[config.mk]
export PLATFORM = sky130hd
export DESIGN_NAME = inst_mem_loader_flat
export DESIGN_NICKNAME = d
export VERILOG_FILES = /design/src/rtl/inst_mem_loader_if.sv /design/src/rtl/inst_mem_loader.sv /design/src/flat_wrapper.sv
export SDC_FILE = /design/constraint.sdc
export NUM_CORES = 1
export LEC_CHECK = 0
export BUFFER_PORTS_ARGS = -buffer_cell sky130_fd_sc_hd__buf_4
export CORE_MARGIN = 1
export CORE_UTILIZATION = 40
export DETAILED_ROUTE_END_ITERATION = 10
export PLACE_DENSITY = 0.66
export SYNTH_ARGS = -nofsm -noshare
export SYNTH_HDL_FRONTEND = slang
export SYNTH_SLANG_ARGS = --single-unit
[constraint.sdc]
create_clock -name clk -period 4.5 [get_ports clk]
set_input_delay 0.9 -clock clk [delete_from_list [all_inputs] [get_ports clk]]
set_output_delay 0.9 -clock clk [all_outputs]
set_load 0.005 [all_outputs]
[src/rtl/inst_mem_loader_if.sv]
// Byte-stream input and instruction-memory write port of the boot loader.
// master = loader side, slave = stream source / memory side.
interface inst_mem_loader_if;
   logic [7:0]  inByte;
   logic        inValid;
   logic        inReady;
   logic        wrEnable;
   logic [31:0] wrAddress;
   logic [31:0] wrData;

   modport master (
      input  inByte, inValid,
      output inReady, wrEnable, wrAddress, wrData
   );

   modport slave (
      output inByte, inValid,
      input  inReady, wrEnable, wrAddress, wrData
   );
endinterface

[src/rtl/inst_mem_loader.sv]
// Boot loader: big-endian length + word stream -> instruction memory writes, CPU held meanwhile.
// Write issues 1 cycle after a word's 4th byte; inReady depends only on state, so 1 byte/cycle sustains.
module inst_mem_loader #(
   parameter int unsigned MEM_WORDS = 65536,
   parameter logic [31:0] BASE_ADDR = 32'h0
) (
   input  logic                     clk,
   input  logic                     reset,
   input  logic                     start,
   inst_mem_loader_if.master        bus,
   output logic                     cpuHold,
   output logic                     done,
   output logic                     error,
   output logic [31:0]              wordCount
);
   typedef enum logic [2:0] {IDLE, LEN, DATA, DONE, ERR} state_t;

   localparam logic [31:0] MEM_LIMIT = 32'(MEM_WORDS);

   state_t      state;
   logic [1:0]  byteIdx;
   logic [31:0] lenReg;
   logic [31:0] wordReg;
   logic [31:0] nextLen;
   logic [31:0] nextWord;
   logic        xfer;

   assign bus.inReady = (state == LEN) || (state == DATA);
   assign xfer        = bus.inValid && bus.inReady;
   assign nextLen     = {lenReg[23:0], bus.inByte};
   assign nextWord    = {wordReg[23:0], bus.inByte};

   always_ff @(posedge clk) begin
      if (reset) begin
         state         <= IDLE;
         byteIdx       <= 2'd0;
         lenReg        <= 32'd0;
         wordReg       <= 32'd0;
         bus.wrEnable  <= 1'b0;
         bus.wrAddress <= BASE_ADDR;
         bus.wrData    <= 32'd0;
         cpuHold       <= 1'b0;
         done          <= 1'b0;
         error         <= 1'b0;
         wordCount     <= 32'd0;
      end else begin
         bus.wrEnable <= 1'b0;
         done         <= 1'b0;
         case (state)
            IDLE, ERR: begin
               if (start) begin
                  state     <= LEN;
                  cpuHold   <= 1'b1;
                  wordCount <= 32'd0;
                  error     <= 1'b0;
                  byteIdx   <= 2'd0;
                  lenReg    <= 32'd0;
                  wordReg   <= 32'd0;
               end
            end
            LEN: begin
               if (xfer) begin
                  lenReg  <= nextLen;
                  byteIdx <= byteIdx + 2'd1;
                  if (byteIdx == 2'd3) begin
                     if (nextLen == 32'd0) begin
                        state   <= DONE;
                        done    <= 1'b1;
                        cpuHold <= 1'b0;
                     end else if (nextLen > MEM_LIMIT) begin
                        state <= ERR;
                        error <= 1'b1;
                     end else begin
                        state <= DATA;
                     end
                  end
               end
            end
            DATA: begin
               // wordCount is already N during the last write cycle, so finish on the following edge
               if (wordCount == lenReg) begin
                  state   <= DONE;
                  done    <= 1'b1;
                  cpuHold <= 1'b0;
               end else if (xfer) begin
                  wordReg <= nextWord;
                  byteIdx <= byteIdx + 2'd1;
                  if (byteIdx == 2'd3) begin
                     bus.wrEnable  <= 1'b1;
                     bus.wrData    <= nextWord;
                     bus.wrAddress <= BASE_ADDR + {wordCount[29:0], 2'b00};
                     wordCount     <= wordCount + 32'd1;
                  end
               end
            end
            DONE: begin
               state <= IDLE;
            end
            default: begin
               state <= IDLE;
            end
         endcase
      end
   end
endmodule
[src/flat_wrapper.sv]
// flat-port wrapper written by rule: the top's interface ports become plain ports
module inst_mem_loader_flat 
#(
   parameter int unsigned MEM_WORDS = 65536,
   parameter logic [31:0] BASE_ADDR = 32'h0
)
  (clk, reset, start, cpuHold, done, error, wordCount, bus_inByte, bus_inValid, bus_inReady, bus_wrEnable, bus_wrAddress, bus_wrData);
  inst_mem_loader_if bus_i ();
  input  logic clk;
  input  logic reset;
  input  logic start;
  output logic cpuHold;
  output logic done;
  output logic error;
  output logic [31:0] wordCount;
  input wire logic [$bits(bus_i.inByte)-1:0] bus_inByte;
  input wire logic [$bits(bus_i.inValid)-1:0] bus_inValid;
  output wire logic [$bits(bus_i.inReady)-1:0] bus_inReady;
  output wire logic [$bits(bus_i.wrEnable)-1:0] bus_wrEnable;
  output wire logic [$bits(bus_i.wrAddress)-1:0] bus_wrAddress;
  output wire logic [$bits(bus_i.wrData)-1:0] bus_wrData;
  assign bus_i.inByte = bus_inByte;
  assign bus_i.inValid = bus_inValid;
  assign bus_inReady = bus_i.inReady;
  assign bus_wrEnable = bus_i.wrEnable;
  assign bus_wrAddress = bus_i.wrAddress;
  assign bus_wrData = bus_i.wrData;
  inst_mem_loader #(.MEM_WORDS(MEM_WORDS), .BASE_ADDR(BASE_ADDR)) u_core (.clk(clk), .reset(reset), .start(start), .bus(bus_i), .cpuHold(cpuHold), .done(done), .error(error), .wordCount(wordCount));
endmodule
# Word level (Yosys, flattened, before mapping)
# Index checks and enable logic that the tools add are counted.
dict set report totals {
  reg_bits 159
  latch_bits 0
  ram_bits 0
  mem_bits_ro 0
  input_bits 12
  out_inout_bits 101
  wordCells 88
  memories 0
}
dict set report op_classes {
  n_addsub 2
  mul 0
  n_div 0
  magnitude_cmp 1
  eq_ne 15
  shift 0
  muxes 39
  bitwise 3
  reduce_logical 17
}
# op n
set ops {}
lappend ops {{32-bit 2-to-1 mux} 5}
lappend ops {{32-bit one-hot mux with 2 select lines} 2}
lappend ops {{24-bit 2-to-1 mux} 2}
lappend ops {{24-bit one-hot mux with 2 select lines} 1}
lappend ops {{32-bit by 1-bit adder with 32-bit output (second input constant)} 1}
lappend ops {{32-bit equality test} 1}
lappend ops {{32-bit by 17-bit greater-than comparator with 1-bit output (second input constant)} 1}
lappend ops {{32-bit logical NOT} 1}
lappend ops {{3-bit 2-to-1 mux} 6}
lappend ops {{2-bit inequality test (second input constant)} 8}
lappend ops {{1-bit 2-to-1 mux} 15}
lappend ops {{4-bit AND reduction} 3}
lappend ops {{6-bit AND reduction} 2}
lappend ops {{3-bit one-hot mux with 3 select lines} 1}
lappend ops {{2-bit 2-to-1 mux} 3}
lappend ops {{2-bit one-hot mux with 3 select lines} 1}
lappend ops {{3-bit AND reduction} 2}
lappend ops {{5-bit AND reduction} 1}
lappend ops {{2-bit by 1-bit inequality test with 1-bit output (second input constant)} 2}
lappend ops {{1-bit one-hot mux with 2 select lines} 2}
lappend ops {{2-bit nonzero test} 2}
lappend ops {{4-bit OR reduction} 1}
lappend ops {{3-bit by 1-bit equality test with 1-bit output (second input constant)} 1}
lappend ops {{3-bit by 2-bit equality test with 1-bit output (second input constant)} 1}
lappend ops {{10 further kinds} 12}

# Longest topological paths before layout
# Gate-level depths: netlist of the first run.
dict set report depth {
  word_depth 6
  ltp_mapped 9
  mapped_depth_nobuf 7
}

# Worst setup path after synthesis of the first run
# OpenSTA, ideal clock, no wires.
dict set report synth_timing {
  path_kind {input to register}
  start {input port bus_inValid}
  end {register u_core.wordReg[16]}
  setup_time_ps 59
  t_arrival_ps 2105
  t_required_ps 4441
  setup_slack_ps 2337
  stages 6
  n_path_buf 1
  cell_sequence {nor2b_1 -> nand2_1 -> a21o_1 -> nor3_1 -> buf_2 -> a22o_1}
}
dict set report synth_via {
  elab_chain_len 3
}
# item line
set synth_rtl {}
lappend synth_rtl {{start, declared} flat_wrapper.sv:17} ;# input wire logic [$bits(bus_i.inValid)-1:0] bus_inValid;
lappend synth_rtl {{1-bit logical AND} inst_mem_loader.sv:29} ;# assign xfer = bus.inValid && bus.inReady;
lappend synth_rtl {{2-bit by 1-bit inequality test with 1-bit output (no line)} n/a}
lappend synth_rtl {{4-bit AND reduction (no line)} n/a}
lappend synth_rtl {{end signal, assigned} inst_mem_loader.sv:86} ;# wordReg <= nextWord;
lappend synth_rtl {{end, declared} inst_mem_loader.sv:23} ;# logic [31:0] wordReg;
# Every way passes these cells.
# A chain may end at the register's enable or synchronous reset.

# Final worst setup path of the first run
dict set report layout_timing {
  start {register u_core.wordCount[23]}
  end {register u_core.wordCount[12]}
}
dict set report layout_via {
  elab_chain_len 3
}
# item line
set layout_rtl {}
lappend layout_rtl {{start, declared} inst_mem_loader.sv:14} ;# output logic [31:0] wordCount
lappend layout_rtl {{start signal, assigned} inst_mem_loader.sv:92} ;# wordCount <= wordCount + 32'd1;
lappend layout_rtl {{32-bit equality test} inst_mem_loader.sv:81} ;# if (wordCount == lenReg) begin
lappend layout_rtl {{2-bit inequality test (no line)} n/a}
lappend layout_rtl {{5-bit AND reduction (no line)} n/a}
# Every way passes these cells.

==> impl_metrics.ini, run 1 <==
[drt]
vias = 5972
met2_length_mm = 8.81
route.detailed.wl_per_inst_um = 18.0
initial_drc_count = 500
met3_length_mm = 1.32
drt-pass1-iter-count = 5
post_drt_via_cell_ratio = 5.56
drt_wl_total_mm = 19.3
met1_length_mm = 8.85
route.detailed.drc = 0
route.top_layer_used = met4
final_antenna_net_count = 0

[final_layout]
final_cell_utilization_of_the_core = 0.490
fillers = 1624
layout.nets = 852
multi_input_logic_area_um2 = 3530
antenna_cells = 0
drive_gt1_frac = 0.207
register_area_um2 = 3180
finish.instance_area_um2 = 8450
flow.area_growth_from_synthesis_pct = 19.9
finish.cell_count_without_fillers = 1075

[floorplan]
floorplan.rows = 48
design.core.area_um2 = 17200
die_width_um = 135
initial_core_util = 0.409
boundaryPins = 113
dieArea_um2 = 18100
die_h_um = 135

[setup_path]
path_cells = xor2_1 -> nor4_1 -> nand4_1 -> o21ai_1 -> buf_4 -> nor4_1 -> a211o_1
path_delay_family = simple AND/OR/NAND/NOR gates
startpoint_type = flop
endpoint_kind = flop
worst-setup-path-type = reg -> reg
worst_path_max_delay_cell = o21ai_1
worstPathArrival_ns = 3.20
stage_delay_of_the_slowest_cell_on_the_critical_path_ns = 0.58
critPathMostFrequentCell = nor4_1
worst_ep_required_time_ns = 4.81
crit_buf_inv = 1
cp_max_fo = 15

[clock_network]
clk-insertion-delay-late_ns = 0.43
post-cts-setup-buffer-count = 0
clkSlewWorstSetupHoldPaths_ns = 0.06
clock_sinks = 159
cts_tree = built
cts_hold_buffers = 0
cts_buf_count = 17
h-tree-depth = 4
post_cts_resize_count = 0
clk_root_buffer_cell = clkbuf_16
clock_tree.buffer_depth = 2

[sta]
worst_hold_slack_ns = 0.480
final_period_minus_worst_setup_slack_ns = 2.89
finalSetupTns_ns = 0
clock.fmax_mhz = 346
finalMaxSlewViolations = 0
fin_crit_share = 0.642
finalSetupViolations = 0
worst-slew-pin-transition_ns = 0.909
timing.max_slew.rel_slack = 0.392
clock-skew-final_ns = 0.00849
finalWorstSetupSlack_ns = 1.61
fin_hold_viols = 0
grt_setup_unrepaired = false

[synth]
synth_edf_count = 0
async_flop_share = 0
synth_simple_gate_area_share = 0.213
arithmetic_cell_share_of_the_synthesized_area_counting_full_adders_half_adders_and_majority_gates = 0.00355
synth_area_per_cell_um2 = 9.32
post_synthesis_mux_area_share = 0.0910
synth_top_family_by_area = simple AND/OR/NAND/NOR gates
synth-compound-area-share = 0.150
dominantRegCellSynth = dfxtp_1
syn-instance-count = 756
post_synthesis_instance_area_um2 = 7040
synth.yosys.warnings = 0
yosys.area_share.xor_xnor = 0.0398
synth_sequential_area_ratio = 0.452
ys_types = 68
synth-seq-cells = 159

[power]
power_switching_share = 0.313
p_switching_mw = 1.05
clockPowerShare = 0.381
power_leakage_nw = 3.47
combinational_share_of_power = 0.175
seq_power_share = 0.444
max-vdd-ir-drop_uv = 261
power-per-cell-area_nw_per_um2 = 398
power_mw = 3.36
internal-power_mw = 2.31

[grt]
grt_remaining_overflow = 0
first_global_vias = 5278
grt_start_max_net_pins = 65
track_usage = 0.216
grt_pass1_wl_mm = 30.0
number_of_antenna_violations_at_the_first_check_in_global_routing = 0

[placement]
place.port_buffers = 110
dp_slack_ns = 1.38
place_congestion = 0.868
placedCellCount = 1044
placed_cell_area_um2 = 7930
half_perimeter_wire_length_after_placement_mm = 13.1

[hold_path]
min-delay-path-class = reg -> reg

[job]
max_cap_violations = 0

[run_status]
outcome = complete, no violations
## final cells by class
type                    instances  share of cell area
repair buffers                120               0.107
flip-flops and latches        159               0.377
multi-input cells             532               0.418
well taps                     225              0.0333
clock inverters                 9             0.00741
clock buffers                  22              0.0538
inverters                       8             0.00356
## cells in the final DEF, fill, tap and decap left out, types with 11 or more instances in the layout
master,count
nand3_1,24
xor2_1,32
a22o_1,24
dfxtp_1,159
a31oi_1,37
a21oi_1,21
nand2_1,31
mux2i_1,64
nor2b_1,34
clkbuf_16,17
and3_1,11
nor4_1,14
buf_4,120
nor2_1,111
## worst paths after layout
path,cells after the start,startpoint,endpoint,slack [ns]
hold / removal,1,u_core.wordReg[17],u_core.wordReg[17],0.48
setup / recovery,7,u_core.wordCount[23],u_core.wordCount[12],1.61
hold reg to reg,1,u_core.wordReg[17],u_core.wordReg[17],0.48
setup reg to reg,7,u_core.wordCount[23],u_core.wordCount[12],1.61
## layer usage
metal,GRT usage,vias up
li1,-,2887
met1,0.308,2826
met2,0.326,227
met3,0.0405,32
met4,0.0718,0
met5,0,-
## cells in the mapped netlist, types with 14 or more instances
library cell | instances | area, um^2
a22o_1 | 24 | 210
nand2_1 | 31 | 116
xor2_1 | 32 | 280
nor4_1 | 14 | 87.6
nor2b_1 | 34 | 213
a21oi_1 | 21 | 105
nand3_1 | 24 | 120
clkbuf_1 | 24 | 90.1
nor2_1 | 112 | 420
a31oi_1 | 37 | 231
dfxtp_1 | 159 | 3180
mux2i_1 | 64 | 641
## sequential cells by signal, indices dropped and copies added, names as in the netlist
signal                cells
u_core.wordReg           24
u_core.state              3
u_core.error              1
u_core.bus.wrAddress     30
u_core.lenReg            32
u_core.bus.wrData        32
u_core.done               1
u_core.bus.wrEnable       1
u_core.cpuHold            1
u_core.byteIdx            2
u_core.wordCount         32
## power groups by stage
stage	registers [mW]	logic (mW)	clock network [mW]
floorplan	1.49	0.442	0
global placement	1.52	0.577	0
detailed placement	1.52	0.577	0
CTS	1.49	0.580	1.30
global route	1.50	0.638	1.36
finish	1.49	0.588	1.28
## kinds of logic (layout without fill, tap and decap cells)
kind of cell / after synthesis / in the layout
other: 1 / 2
AOI/OAI and AO/OA: 147 / 147
DFF: 159 / 159
xor gates and xnor gates: 32 / 32
and+or+nand+nor: 285 / 285
muxes: 64 / 64
buffers and inverters: 66 / 159
adders and majority gates: 2 / 2
No activity file was read; power rests on OpenSTA's default activity.
==> inputs of run 2 (changes only) <==
==> constraint.sdc (replaced) <==
create_clock -name clk -period 2.91 [get_ports clk]
set_input_delay 0.582 -clock clk [delete_from_list [all_inputs] [get_ports clk]]
set_output_delay 0.582 -clock clk [all_outputs]
set_load 0.005 [all_outputs]
==> impl_metrics.ini, run 2 (synthesized netlist as in run 1, its figures left out) <==
[drt]
post_drt_via_cell_ratio = 5.54
final_antenna_net_count = 0
initial_drc_count = 529
route.detailed.wl_per_inst_um = 18.2
drt_wl_total_mm = 20.0
drt-pass1-iter-count = 5
vias = 6056
route.detailed.drc = 0

[run_status]
outcome = complete, no violations

[setup_path]
worst-setup-path-type = reg -> reg
r2r-end = u_core.wordCount[15]
worstPathArrival_ns = 2.99
endpoint_kind = flop
worst_r2r_path_depth = 7
worst_ep_required_time_ns = 3.26
reg2reg_slack_ns = 0.27
startpoint_type = flop
r2r-start = u_core.wordCount[23]
cp_max_fo = 8

[power]
power_leakage_nw = 3.61
max-vdd-ir-drop_uv = 399
power-per-cell-area_nw_per_um2 = 627

[sta]
clock.fmax_mhz = 378
fin_hold_viols = 0
finalMaxSlewViolations = 0
worst_hold_slack_ns = 0.410
fin_crit_share = 0.908
finalSetupTns_ns = 0
finalSetupViolations = 0
worst-slew-pin-transition_ns = 0.538
grt_setup_unrepaired = false
timing.max_slew.rel_slack = 0.639
clock-skew-final_ns = 0.00771
final_period_minus_worst_setup_slack_ns = 2.64

[clock_network]
cts_tree = built
clock_tree.buffer_depth = 2
clkSlewWorstSetupHoldPaths_ns = 0.06
cts_hold_buffers = 0
post_cts_resize_count = 0
cts_buf_count = 17
post-cts-setup-buffer-count = 0
clk-insertion-delay-late_ns = 0.42
h-tree-depth = 4
clk_root_buffer_cell = clkbuf_16
clock_sinks = 159

[final_layout]
fillers = 1569
mostFrequentLayoutCells = dfxtp_1, buf_4, nor2_1
layout_top_registers = u_core.bus.wrData (32), u_core.lenReg (32), u_core.wordCount (32)
drive_gt1_frac = 0.226
flow.area_growth_from_synthesis_pct = 23.3
layout.nets = 872
antenna_cells = 0
layout_commonest_cell = dfxtp_1

[grt]
first_global_vias = 5504
grt_remaining_overflow = 0
grt_start_max_net_pins = 94
grt_pass1_wl_mm = 31.2
number_of_antenna_violations_at_the_first_check_in_global_routing = 0
track_usage = 0.224

[job]
max_cap_violations = 0

[hold_path]
timing.hold.worst_path_depth = 2
worst_hold_path.endpoint = u_core.wordReg[0]
min-delay-path-class = in -> reg
hold_path.startpoint = bus_inByte[0]

[floorplan]
design.core.area_um2 = 17200
die_width_um = 135
die_h_um = 135
dieArea_um2 = 18100
floorplan.rows = 48
initial_core_util = 0.409
boundaryPins = 113

[placement]
place.port_buffers = 110
half_perimeter_wire_length_after_placement_mm = 13.9
place_congestion = 0.890
run 2: cell types whose count changed in the layout (fill, tap and decap cells not counted):
cell	before	now
buf_12	0	4
clkinv_4	1	4
clkbuf_1	4	3
inv_6	1	0
bufinv_16	0	2
clkbuf_8	1	0
clkinvlp_4	4	1
buf_4	120	136
run 2: where the power goes:
group	switching (mW)	internal, mW	total, mW
clock network	0.884	1.25	2.14
registers	0.0821	2.23	2.31
logic	0.702	0.296	0.999
run 2: worst max-delay path, cell delays in order (launching register included):
cell	delay, ns
dfxtp_1	0.49
xor2_1	0.12
nor4_1	0.51
nand4_1	0.39
o31ai_2	0.57
buf_4	0.25
o21ai_0	0.09
o21ai_0	0.16
run 2: per-stage QoR:
step / utilization / std cells / setup WS, ns / power [mW] / instance area [um^2]
global route: 0.504 / 1094 / 0.197 / 5.66 / 8680
finish: 0.504 / 1094 / 0.266 / 5.44 / 8680
detailed placement: 0.472 / 1064 / 0.441 / 3.33 / 8130
floorplan: - / 757 / 0.843 / 2.99 / 7050
CTS: 0.504 / 1094 / 0.361 / 5.46 / 8680
global placement: 0.472 / 1064 / 0.484 / 3.33 / 8130
run 2: worst max-delay path by stage:
| stage | startpoint | endpoint | slack [ns] |
|---|---|---|---|
| after floorplan | u_core.wordCount[0] | u_core.wordCount[30] | 0.84 |
| after global placement | u_core.wordCount[30] | u_core.wordCount[15] | 0.48 |
| after detailed placement | u_core.wordCount[23] | u_core.wordCount[15] | 0.44 |
| after CTS | u_core.wordCount[23] | u_core.wordCount[15] | 0.36 |
| after global routing | u_core.wordCount[23] | u_core.wordCount[15] | 0.20 |
| final | u_core.wordCount[23] | u_core.wordCount[15] | 0.27 |
run 2: metal layers:
layer  wire [um]  track usage  up-vias
li1            -            -     2922
met1        9220        0.313     2910
met2        9160        0.338      199
met3        1290       0.0518       25
met4         289       0.0724        0
met5           0            0        -
run 2: final cells by class:
| class | instances | area (um^2) | area share |
|---|---|---|---|
| timing repair buffer | 140 | 1100 | 0.127 |
| multi-input combinational | 532 | 3530 | 0.407 |
| inverter | 8 | 30.0 | 0.00346 |
| sequential | 159 | 3180 | 0.367 |
| clock inverter | 10 | 118 | 0.0135 |
| tap | 225 | 282 | 0.0324 |
| clock buffer | 20 | 437 | 0.0503 |
==> inputs of run 3 (changes only) <==
--- a/config.mk
+++ b/config.mk
@@ -5,11 +5,12 @@
 export SDC_FILE = /design/constraint.sdc
 export NUM_CORES = 1
 export LEC_CHECK = 0
+export ABC_AREA = 1
 export BUFFER_PORTS_ARGS = -buffer_cell sky130_fd_sc_hd__buf_4
-export CORE_MARGIN = 1
+export CORE_MARGIN = 2
 export CORE_UTILIZATION = 40
 export DETAILED_ROUTE_END_ITERATION = 10
-export PLACE_DENSITY = 0.66
+export PLACE_DENSITY = 0.65
 export SYNTH_ARGS = -nofsm -noshare
 export SYNTH_HDL_FRONTEND = slang
 export SYNTH_SLANG_ARGS = --single-unit
==> impl_metrics.ini, run 3 <==
[drt]
met3_length_mm = 1.83
route.detailed.wl_per_inst_um = 17.1
route.top_layer_used = met4
route.detailed.drc = 0
met2_length_mm = 11.4
initial_drc_count = 813
met1_length_mm = 11.7
drt-pass1-iter-count = 6
post_drt_via_cell_ratio = 5.28
final_antenna_net_count = 0
drt_wl_total_mm = 25.6
vias = 7935

[final_layout]
layout.nets = 1245
layout_commonest_cell = nand2_1
flow.area_growth_from_synthesis_pct = 21.4
antenna_cells = 0
layout_top_registers = u_core.bus.wrData (32), u_core.lenReg (32), u_core.wordCount (32)
drive_gt1_frac = 0.158
mostFrequentLayoutCells = nand2_1, dfxtp_1, a21oi_1
final_cell_utilization_of_the_core = 0.500
fillers = 1929

[sta]
worst-slew-pin-transition_ns = 0.761
finalSetupViolations = 0
timing.max_slew.rel_slack = 0.492
final_period_minus_worst_setup_slack_ns = 2.60
clock.fmax_mhz = 385
fin_crit_share = 0.892
finalMaxSlewViolations = 0
clock-skew-final_ns = 0.0106
finalSetupTns_ns = 0
worst_hold_slack_ns = 0.388
grt_setup_unrepaired = false
fin_hold_viols = 0

[floorplan]
die_width_um = 143
die_h_um = 143
dieArea_um2 = 20500
boundaryPins = 113
design.core.area_um2 = 18800
floorplan.rows = 50
initial_core_util = 0.412

[setup_path]
cp_max_fo = 10
path_cells = ha_1 -> nand2_1 -> nor2_1 -> nand2_1 -> nor2_1 -> xnor2_1 -> nor2_1 -> nand4_1 -> a21oi_1
stage_delay_of_the_slowest_cell_on_the_critical_path_ns = 0.70
critPathMostFrequentCell = nor2_1
endpoint_kind = flop
worstPathArrival_ns = 2.95
worst_path_max_delay_cell = dfxtp_1
worst_ep_required_time_ns = 3.26
worst-setup-path-type = reg -> reg
startpoint_type = flop

[placement]
half_perimeter_wire_length_after_placement_mm = 18.0
place.port_buffers = 110
place_congestion = 1.09

[power]
power-per-cell-area_nw_per_um2 = 780
power_leakage_nw = 3.65
max-vdd-ir-drop_uv = 482

[grt]
number_of_antenna_violations_at_the_first_check_in_global_routing = 0
grt_start_max_net_pins = 137
first_global_vias = 7071
grt_remaining_overflow = 0
grt_pass1_wl_mm = 40.1
track_usage = 0.253

[clock_network]
post_cts_resize_count = 0
cts_buf_count = 17
cts_hold_buffers = 0
h-tree-depth = 4
cts_tree = built
clk_root_buffer_cell = clkbuf_16
clock_sinks = 159
post-cts-setup-buffer-count = 0
clk-insertion-delay-late_ns = 0.43
clkSlewWorstSetupHoldPaths_ns = 0.07
clock_tree.buffer_depth = 2

[synth]
synth_top_area_cell = dfxtp_1
synth_edf_count = 0
synth-seq-cells = 159
synthTopCellsByCount = nand2_1, dfxtp_1, a21oi_1
dominantRegCellSynth = dfxtp_1
post_synthesis_instance_area_um2 = 7750
synth_top_area_frac = 0.411
synth.yosys.warnings = 0
ys_types = 31
async_flop_share = 0
synth_area_leaders = dfxtp_1, nand2_1, a21oi_1
synthMostInstantiatedCell = nand2_1
syn-instance-count = 1141
synth_area_per_cell_um2 = 6.79
synth_sequential_area_ratio = 0.411

[hold_path]
min-delay-path-class = in -> reg

[job]
max_cap_violations = 0

[run_status]
outcome = complete, no violations
run 3: cell types whose count changed in the layout (fill, tap and decap cells not counted), moves of 30 or more:
| cell | previous run | this run |
|---|---|---|
| nand2_1 | 31 | 315 |
| a21oi_1 | 21 | 149 |
| inv_1 | 8 | 78 |
| mux2i_1 | 64 | 0 |
| a31oi_1 | 37 | 0 |
| nand3_1 | 24 | 121 |
| nand4_1 | 9 | 39 |
| nor2b_1 | 34 | 0 |
run 3: layer usage:
metal,vias up,GRT usage
met4,0,0.0986
met3,42,0.0510
met5,-,0
met2,307,0.383
met1,3674,0.353
li1,3912,-
run 3: cells by family (layout without fill, tap and decap cells):
group | Yosys count | after routing | share of synthesized area
compound gates | 180 | 180 | 0.127
xor+xnor | 26 | 26 | 0.0294
fa+ha+maj | 2 | 2 | 0.00323
buf+inv | 162 | 264 | 0.0881
flops | 159 | 159 | 0.411
other cells | 1 | 2 | 0.000484
simple gates | 611 | 611 | 0.341
run 3: metrics by stage:
step,setup slack [ns],instance area [um^2],total power [mW],instances
6_report,0.313,9410,7.34,1504
2_1_floorplan,1.19,7760,4.42,1142
4_1_cts,0.389,9410,7.35,1504
3_5_place_dp,0.394,8860,5.25,1472
5_1_grt,0.178,9410,7.80,1504
3_3_place_gp,0.376,8860,5.24,1472
run 3: path summary, 6_finish.rpt:
path	start	endpoint	slack, ns	cells past startpoint
worst max register to register	u_core.wordCount[0]	u_core.wordCount[10]	0.31	9
worst max-delay path	u_core.wordCount[0]	u_core.wordCount[10]	0.31	9
worst min register to register	u_core.cpuHold	u_core.cpuHold	0.45	2
worst min-delay path	reset	u_core.wordCount[15]	0.39	2
run 3: power breakdown:
group | leakage [nW] | switching, mW | total, mW | internal (mW)
logic | 2.09 | 1.62 | 2.48 | 0.863
clock network | 0.271 | 0.962 | 2.10 | 1.13
registers | 1.29 | 0.328 | 2.76 | 2.44
run 3: layout make-up:
cell class | instances | area (um^2) | area share
Multi-Input combinational cell | 821 | 3900 | 0.414
Clock buffer | 19 | 443 | 0.0471
Inverter | 86 | 323 | 0.0343
Tap cell | 260 | 325 | 0.0346
Clock inverter | 13 | 104 | 0.0110
Timing Repair Buffer | 146 | 1130 | 0.120
Sequential cell | 159 | 3180 | 0.338
run 3: worst max-delay path: cells and delay by family, from the launching register on:
family	cells	cell delay, ns
AO/OA/AOI/OAI	1	0.17
flip-flops	1	0.70
XOR/XNOR	1	0.11
AND/OR/NAND/NOR	6	1.13
adder cells (fa/ha/maj)	1	0.41
